===== config.mk =====
export PLATFORM = sky130hd
export DESIGN_NAME = serial_subtractor
export DESIGN_NICKNAME = d
export VERILOG_FILES = /design/src/rtl/serial_sub_pkg.sv /design/src/rtl/half_subtractor.sv /design/src/rtl/serial_subtractor.sv
export SDC_FILE = /design/constraint.sdc
export NUM_CORES = 1
export LEC_CHECK = 0
export ABC_AREA = 1
export CAP_MARGIN = 10
export CORE_MARGIN = 1.5
export CORE_UTILIZATION = 35
export CTS_BUF_LIST = sky130_fd_sc_hd__clkbuf_8
export CTS_CLUSTER_SIZE = 8
export DETAILED_ROUTE_END_ITERATION = 16
export PLACE_DENSITY = 0.54
export SETUP_SLACK_MARGIN = 0.1
export SLEW_MARGIN = 40
export SYNTH_ARGS = -nofsm -noshare
export SYNTH_HDL_FRONTEND = slang
export SYNTH_SLANG_ARGS = --single-unit
export TNS_END_PERCENT = 5

===== constraint.sdc =====
create_clock -name clk -period 2.2 [get_ports clk]
set_input_delay 0.44 -clock clk [delete_from_list [all_inputs] [get_ports clk]]
set_output_delay 0.44 -clock clk [all_outputs]
set_load 0.02 [all_outputs]

===== src/rtl/serial_sub_pkg.sv =====
// Shared constants for the bit-serial subtractor: FSM encoding and default width.
package serial_sub_pkg;

    localparam int DEFAULT_WIDTH = 8;

    typedef enum logic [1:0] {
        ST_IDLE  = 2'd0,
        ST_SHIFT = 2'd1,
        ST_DONE  = 2'd2
    } state_t;

endpackage


===== src/rtl/half_subtractor.sv =====
// One-bit half subtractor: diff = x - y, borrow set when y exceeds x.
module half_subtractor (
    output logic diff,
    output logic borrow,
    input  logic x,
    input  logic y
);

    assign diff   = x ^ y;
    assign borrow = ~x & y;

endmodule


===== src/rtl/serial_subtractor.sv =====
// Bit-serial LSB-first subtractor computing a - b over WIDTH clocks with a stored borrow.
// Optional signed-overflow output is enabled by defining SERIAL_SUB_OVF_EN.
//
// state    | meaning
// ST_IDLE  | waiting for start; results from the last operation held
// ST_SHIFT | one difference bit produced per clock, LSB first
// ST_DONE  | done pulse cycle, then back to ST_IDLE
module serial_subtractor
    import serial_sub_pkg::*;
#(
    parameter int WIDTH = DEFAULT_WIDTH
) (
    input  logic             clk,
    input  logic             rst,
    input  logic             start,
    input  logic [WIDTH-1:0] a,
    input  logic [WIDTH-1:0] b,
    output logic             busy,
    output logic             done,
    output logic [WIDTH-1:0] diff,
    output logic             borrow_out
`ifdef SERIAL_SUB_OVF_EN
    ,
    output logic             overflow
`endif
);

    localparam int CNT_W = $clog2(WIDTH + 1);

    state_t           state;
    logic [WIDTH-1:0] a_sr;
    logic [WIDTH-1:0] b_sr;
    logic [CNT_W-1:0] cnt;
    logic             borrow_q;

    logic hs0_diff, hs0_borrow;
    logic d_bit, hs1_borrow;
    logic borrow_nxt;

`ifdef SERIAL_SUB_OVF_EN
    logic a_msb;
    logic b_msb;
`endif

    // Full subtractor built from two half subtractors: (a0 - b0) - borrow_in.
    half_subtractor u_hs0 (
        .diff   (hs0_diff),
        .borrow (hs0_borrow),
        .x      (a_sr[0]),
        .y      (b_sr[0])
    );

    half_subtractor u_hs1 (
        .diff   (d_bit),
        .borrow (hs1_borrow),
        .x      (hs0_diff),
        .y      (borrow_q)
    );

    assign borrow_nxt = hs0_borrow | hs1_borrow;

    always_ff @(posedge clk) begin
        if (rst) begin
            state      <= ST_IDLE;
            busy       <= 1'b0;
            done       <= 1'b0;
            diff       <= '0;
            borrow_out <= 1'b0;
            borrow_q   <= 1'b0;
            cnt        <= '0;
            a_sr       <= '0;
            b_sr       <= '0;
`ifdef SERIAL_SUB_OVF_EN
            overflow   <= 1'b0;
            a_msb      <= 1'b0;
            b_msb      <= 1'b0;
`endif
        end else begin
            case (state)
                ST_IDLE: begin
                    done <= 1'b0;
                    if (start) begin
                        a_sr       <= a;
                        b_sr       <= b;
                        borrow_q   <= 1'b0;
                        cnt        <= '0;
                        diff       <= '0;
                        borrow_out <= 1'b0;
                        busy       <= 1'b1;
                        state      <= ST_SHIFT;
`ifdef SERIAL_SUB_OVF_EN
                        overflow   <= 1'b0;
                        a_msb      <= a[WIDTH-1];
                        b_msb      <= b[WIDTH-1];
`endif
                    end
                end
                ST_SHIFT: begin
                    diff     <= {d_bit, diff[WIDTH-1:1]};
                    a_sr     <= a_sr >> 1;
                    b_sr     <= b_sr >> 1;
                    borrow_q <= borrow_nxt;
                    cnt      <= cnt + CNT_W'(1);
                    // Last bit: results are registered now so they are valid alongside done.
                    if (cnt == CNT_W'(WIDTH - 1)) begin
                        state      <= ST_DONE;
                        busy       <= 1'b0;
                        done       <= 1'b1;
                        borrow_out <= borrow_nxt;
`ifdef SERIAL_SUB_OVF_EN
                        overflow   <= (a_msb != b_msb) && (d_bit != a_msb);
`endif
                    end
                end
                ST_DONE: begin
                    done  <= 1'b0;
                    state <= ST_IDLE;
                end
                default: begin
                    state <= ST_IDLE;
                    busy  <= 1'b0;
                    done  <= 1'b0;
                end
            endcase
        end
    end

endmodule


==> results of run 1 <==
cell type report:
cell class	count	area, sq um	share of cell area
timing repair buffer	33	320	0.166
clock buffer	6	82.6	0.0429
multi-input combinational	143	688	0.358
tap	50	62.6	0.0325
clock inverter	2	60.1	0.0312
inverter	8	30.0	0.0156
sequential	34	681	0.354
synthesized netlist by cell type:
master	instances	area (sq um)
a21oi_1	6	30.0
a21oi_2	3	26.3
a22oi_1	8	60.1
buf_2	3	15.0
buf_4	2	15.0
buf_6	1	11.3
buf_8	1	15.0
clkbuf_1	1	3.75
clkbuf_2	2	10.0
dfxtp_1	34	681
fa_1	1	20.0
ha_1	1	12.5
inv_1	6	22.5
inv_2	2	7.51
nand2_1	54	203
nand2_2	2	12.5
nand3_1	5	25.0
nand3_2	2	20.0
nand4_1	1	6.26
nor2_1	39	146
nor2_4	1	11.3
o21a_1	1	7.51
o21ai_0	17	85.1
o21ai_4	1	16.3
or2_2	1	6.26
cell families (layout without fill, tap and decap cells):
kind of cell / Yosys count / in the layout / synth area share
AOI/OAI and AO/OA: 36 / 36 / 0.153
adders and majority gates: 2 / 2 / 0.0221
DFF: 34 / 34 / 0.463
buffers and inverters: 18 / 49 / 0.0681
and+or+nand+nor: 105 / 105 / 0.293
per-layer routing:
layer	GRT usage	part of all wire	wire (um)	vias to the layer above
li1	-	-	-	688
met1	0.188	0.45	1540	623
met2	0.293	0.51	1740	21
met3	0.0567	0.030	101	2
met4	0.0450	0.0070	24	0
met5	0	0	0	-
power by group:
group	switching [W]	total [W]	leakage, nW	internal (W)
Clock	0.000222	0.000706	0.0714	0.000483
Sequential	0.0000210	0.000671	0.279	0.000650
Combinational	0.000106	0.000187	0.445	0.0000809
stage by stage:
step / hold slack (ns) / cells
floorplan: 0.444 / 195
global placement: 0.461 / 268
detailed placement: 0.465 / 268
CTS: 0.476 / 276
global route: 0.493 / 276
finish: 0.473 / 276
state kept, by name, summed over array words and instances, names as in the netlist:
register    count
cnt             4
borrow_q        1
busy            1
borrow_out      1
state           2
done            1
b_sr            8
a_sr            8
diff            8
worst max path at each step:
stage / from / endpoint / slack (ns) / cells after the start
global placement: start / a_sr[4] / 0.41 / 5
detailed placement: start / a_sr[4] / 0.37 / 5
CTS: diff[1] / diff[1] / 0.48 / 1
global route: diff[1] / diff[1] / 0.44 / 1
floorplan: rst / a_sr[0] / 1.08 / 5
finish: diff[1] / diff[1] / 0.50 / 1
==> metrics.yaml, run 1 <==
status: "finished clean"
leakage_nw: 0.795
path_buf_inv: 1
crit_chain: "clkdlybuf4s50_1"
initial_core_util: 0.365
setup_ws_ns: 0.500
end_kind: "primary output"
globalRouteTotalUtil: 0.165
min_path_type: "flop to flop"
post-route-drc-count: 0
reg2reg_from: "state[0]"
yosysSeqAreaShare: 0.463
max_cap_violations: 0
syn_area_sq_mm: 0.00147
drtAntennaViolNets: 0
post_cts_buffers: 0
area_growth_pct: 31.0
place_congestion: 0.796
design.core.area_sq_mm: 0.00403
holdPathStages: 2
drt_iter0_markers: 69
design_area_sq_mm: 0.00192
ys_warn_count: 0
die_x_um: 67.8
cts_hold_buf: 0
crit_arrival_ns: 1.26
clock_tree.root_cell: "clkbuf_8"
post_dp_cell_area_sq_mm: 0.00178
drv_slew: 0
fin_crit_sh: 0.773
hold_violations: 0
powerDensity_mw_per_mm2: 812
numClockSinks: 34
wl_per_cell_um: 12.3
ios: 30
io_buffers: 29
final_cell_mix: "54 x nand2_1, 39 x nor2_1, 34 x dfxtp_1"
worstSetupStartpointType: "flop"
cts_resized: 0
htreeDepth: 2
final.setup_skew_ns: 0.00703
cpLargestDelayFamily: "buffers and inverters"
syn_nets: 216
max_slew_margin: 0.639
slowest_stage: "clkdlybuf4s50_1"
fill_cells: 395
synth.avg_cell_area_sq_um: 7.53
via_per_inst: 4.83
netlist-cell-type-count: 25
rows: 23
reg2reg_slack_ns: 0.68
grt_pass1_wl_mm: 5.57
grt_start_max_net_pins: 19
synth_seq_cells: 34
cts_tree: "built"
postLayoutCoreUtil: 0.478
post-route-min-period_ns: 1.70
reg2reg_depth: 5
drt_pass1_iterations: 4
hold_end: "borrow_out"
synthCells: 195
finalNetCount: 246
setup_violations: 0
dieArea_sq_mm: 0.00459
path_clk_slew_ns: 0.07
overflow: 0
worstSkewPairLatency_ns: 0.28
die_y_um: 67.8
pre_cts_slack_ns: 0.373
final_common_cell: "nand2_1"
rsz0062_at_grt: "no"
vias: 1334
cpPeakStageDelay_ns: 0.62
routed_wl_mm: 3.41
clockBufferDepth: 2
hpwl_mm: 2.35
cp_max_fo: 3
drive_above_1_share: 0.106
critPathKind: "flop to primary output"
fmax_mhz: 588
ir_worst_vdd_v: 0.000443
antenna_found_initial: 0
timing.rr.end: "diff[7]"
hp-start: "borrow_out"
grt_pass1_vias: 1264
cts_buffers: 5
totalPowerFinal_w: 0.00156
cp.required_ns: 1.76
tightest_slew_ns: 0.542
antenna_cells: 0
tns_ns: 0
Note: power is estimated with default switching activity, not from simulation.
==> run 2: changes to the inputs <==
clock period = 1.7 ns   (was 2.2 ns; I/O delays follow)
==> run 2 against run 1 <==
  * Power grew 7.4%
  * Die area is the same
  * Register-to-register slack worse by 0.32 ns
  * Worst setup slack worse by 0.39 ns
  * Utilization shrank 0.56 points
  * First-iteration DRC count fell by 25%
  * Design area decreased by 1.2%
  * Sequential power increased by 29%
  * Count of clock-buffer cells in the layout shrank 1
  * Sequential cell count is the same
  * Sequential share of layout area is 0.42 points higher
  * Routed wire length shrank 3.1%
==> metrics.yaml, run 2 (synthesized netlist as in run 1, its figures left out) <==
drtAntennaViolNets: 0  # unchanged
worstSetupStartpointType: "flop"
grt_pass1_vias: 1278  # +1.1%
io_buffers: 29  # unchanged
cp.required_ns: 1.36  # -0.40 ns
hold_violations: 0  # unchanged
drv_slew: 0  # unchanged
reg_top3: "a_sr (8), b_sr (8), diff (8)"
vias: 1309  # -1.9%
path_clk_slew_ns: 0.07  # about the same
cpPeakStageDelay_ns: 0.61  # about the same
max_slew_margin: 0.669  # +0.0304
placed_cells: 270  # +0.75%
htreeDepth: 2  # unchanged
cts_hold_buf: 0  # unchanged
hp-start: "borrow_out"
die_y_um: 67.8  # unchanged
cpLargestDelayFamily: "buffers and inverters"
antenna_cells: 0  # unchanged
holdPathStages: 2  # unchanged
drt_iter0_markers: 52  # -25%
post_dp_cell_area_sq_mm: 0.00182  # +2.2%
pre_cts_slack_ns: 0.109  # -0.265 ns
path_buf_inv: 1  # unchanged
final_cell_mix: "54 x nand2_1, 39 x nor2_1, 34 x dfxtp_1"
design.core.area_sq_mm: 0.00403  # unchanged
antenna_found_initial: 0  # unchanged
pwr-share-seq: 0.516  # +0.087
reg2reg_depth: 8  # +3
cp_max_fo: 3  # unchanged
tns_ns: 0  # unchanged
via_per_inst: 4.73  # -2.2%
die_x_um: 67.8  # unchanged
swShare: 0.264  # +0.0408
worstSkewPairLatency_ns: 0.28  # about the same
grt_pass1_wl_mm: 5.64  # +1.2%
clock_tree.root_cell: "clkbuf_8"
powerDensity_mw_per_mm2: 882  # +8.6%
cts_tree: "built"
routed_wl_mm: 3.30  # -3.1%
cp.depth: 1  # unchanged
cts_buffers: 5  # unchanged
place_congestion: 0.806  # +1.2%
rows: 23  # unchanged
fin_crit_sh: 0.938
initial_core_util: 0.365  # unchanged
final.setup_skew_ns: 0.00971  # +0.00268 ns
numClockSinks: 34  # unchanged
crit_path_start: "diff[6]"
leakage_nw: 0.810  # +1.9%
status: "finished clean"
max_cap_violations: 0  # unchanged
clockBufferDepth: 2  # unchanged
min_path_type: "flop to flop"
dieArea_sq_mm: 0.00459  # unchanged
end_kind: "primary output"
internal_power_w: 0.00123  # +1.7%
post-route-drc-count: 0  # unchanged
post_cts_buffers: 0  # unchanged
drive_above_1_share: 0.110  # +0.00394
setup_violations: 0  # unchanged
finalNetCount: 248  # +0.81%
wl_per_cell_um: 11.9  # -3.5%
design_area_sq_mm: 0.00190  # -1.2%
globalRouteTotalUtil: 0.167  # +0.00227
final_cells: 277  # +0.36%
hpwl_mm: 2.28  # -3.0%
combPwrFrac: 0.155  # +0.035
area_growth_pct: 29.5
clkPwrFrac: 0.330  # -0.121
grt_start_max_net_pins: 29  # +10
overflow: 0  # unchanged
rsz0062_at_grt: "yes"
final_common_cell: "nand2_1"
ir_worst_vdd_v: 0.000385  # -13%
ios: 30  # unchanged
slowest_stage: "clkdlybuf4s50_1"
setup_ws_ns: 0.106  # -0.394 ns
tightest_slew_ns: 0.496  # -0.0461 ns
critPathKind: "flop to primary output"
crit_chain: "clkdlybuf4s50_1"
drt_pass1_iterations: 4  # unchanged
p_sw_w: 0.000444  # +27%
crit_arrival_ns: 1.25  # about the same
reg2reg_from: "state[0]"
post-route-min-period_ns: 1.59
fmax_mhz: 627
fill_cells: 410  # +3.8%
==> run 2: changes by cell type in the layout (fill, tap and decap cells not counted), sizes merged <==
cell           previous run  this run
buf                       4         6
bufinv                    2         0
clkbuf                    6         5
clkdlybuf4s50            29        27
clkinv                    0         2
dlygate4sd2               0         1
dlymetal6s2s              0         1
==> run 2: worst paths after layout <==
check	slack, ns	to
worst min-delay path	0.47	borrow_out
worst min register to register	0.47	borrow_out
worst max register to register	0.36	b_sr[6]
worst max-delay path	0.11	diff[6]
==> run 2: area by class of cell <==
| type | count | area, sq um | share of cell area |
|---|---|---|---|
| multi-input combinational | 143 | 688 | 0.362 |
| sequential | 34 | 681 | 0.358 |
| timing repair buffer | 35 | 362 | 0.190 |
| clock buffer | 5 | 68.8 | 0.0362 |
| tap | 50 | 62.6 | 0.0329 |
| inverter | 8 | 30.0 | 0.0158 |
| clock inverter | 2 | 10.0 | 0.00526 |
==> run 2: routing by layer <==
metal / up-vias / share of wire / track usage
li1: 691 / - / -
met4: 0 / 0.013 / 0.0675
met1: 597 / 0.46 / 0.207
met3: 7 / 0.030 / 0.0400
met5: - / 0 / 0
met2: 14 / 0.49 / 0.279
==> run 2: per-stage QoR <==
step	hold slack, ns	util	power, W
after floorplan	0.444	-	0.00104
after global placement	0.456	0.452	0.00114
after detailed placement	0.468	0.452	0.00114
after CTS	0.481	0.471	0.00171
after global routing	0.502	0.472	0.00179
final	0.475	0.472	0.00168
==> run 2: timing repair <==
action / in CTS / in global routing
resized for setup: 1 / 1
pin swaps: 0 / 0
setup endpoints to repair: 5 / 10
==> run 2: worst register-to-register path: stages (launching register included) <==
cell     delay, ns
dfxtp_1       0.44
inv_2         0.08
nor2_4        0.09
buf_4         0.21
inv_2         0.14
nand2_1       0.10
nand2_1       0.05
nor2_1        0.09
nor2_1        0.04
==> run 2: power by group through the flow <==
stage	Clock (W)	Combinational (W)	Sequential, W
floorplan	0	0.000159	0.000884
global placement	0	0.000255	0.000882
detailed placement	0	0.000261	0.000883
CTS	0.000579	0.000263	0.000865
global route	0.000617	0.000298	0.000872
finish	0.000553	0.000260	0.000865
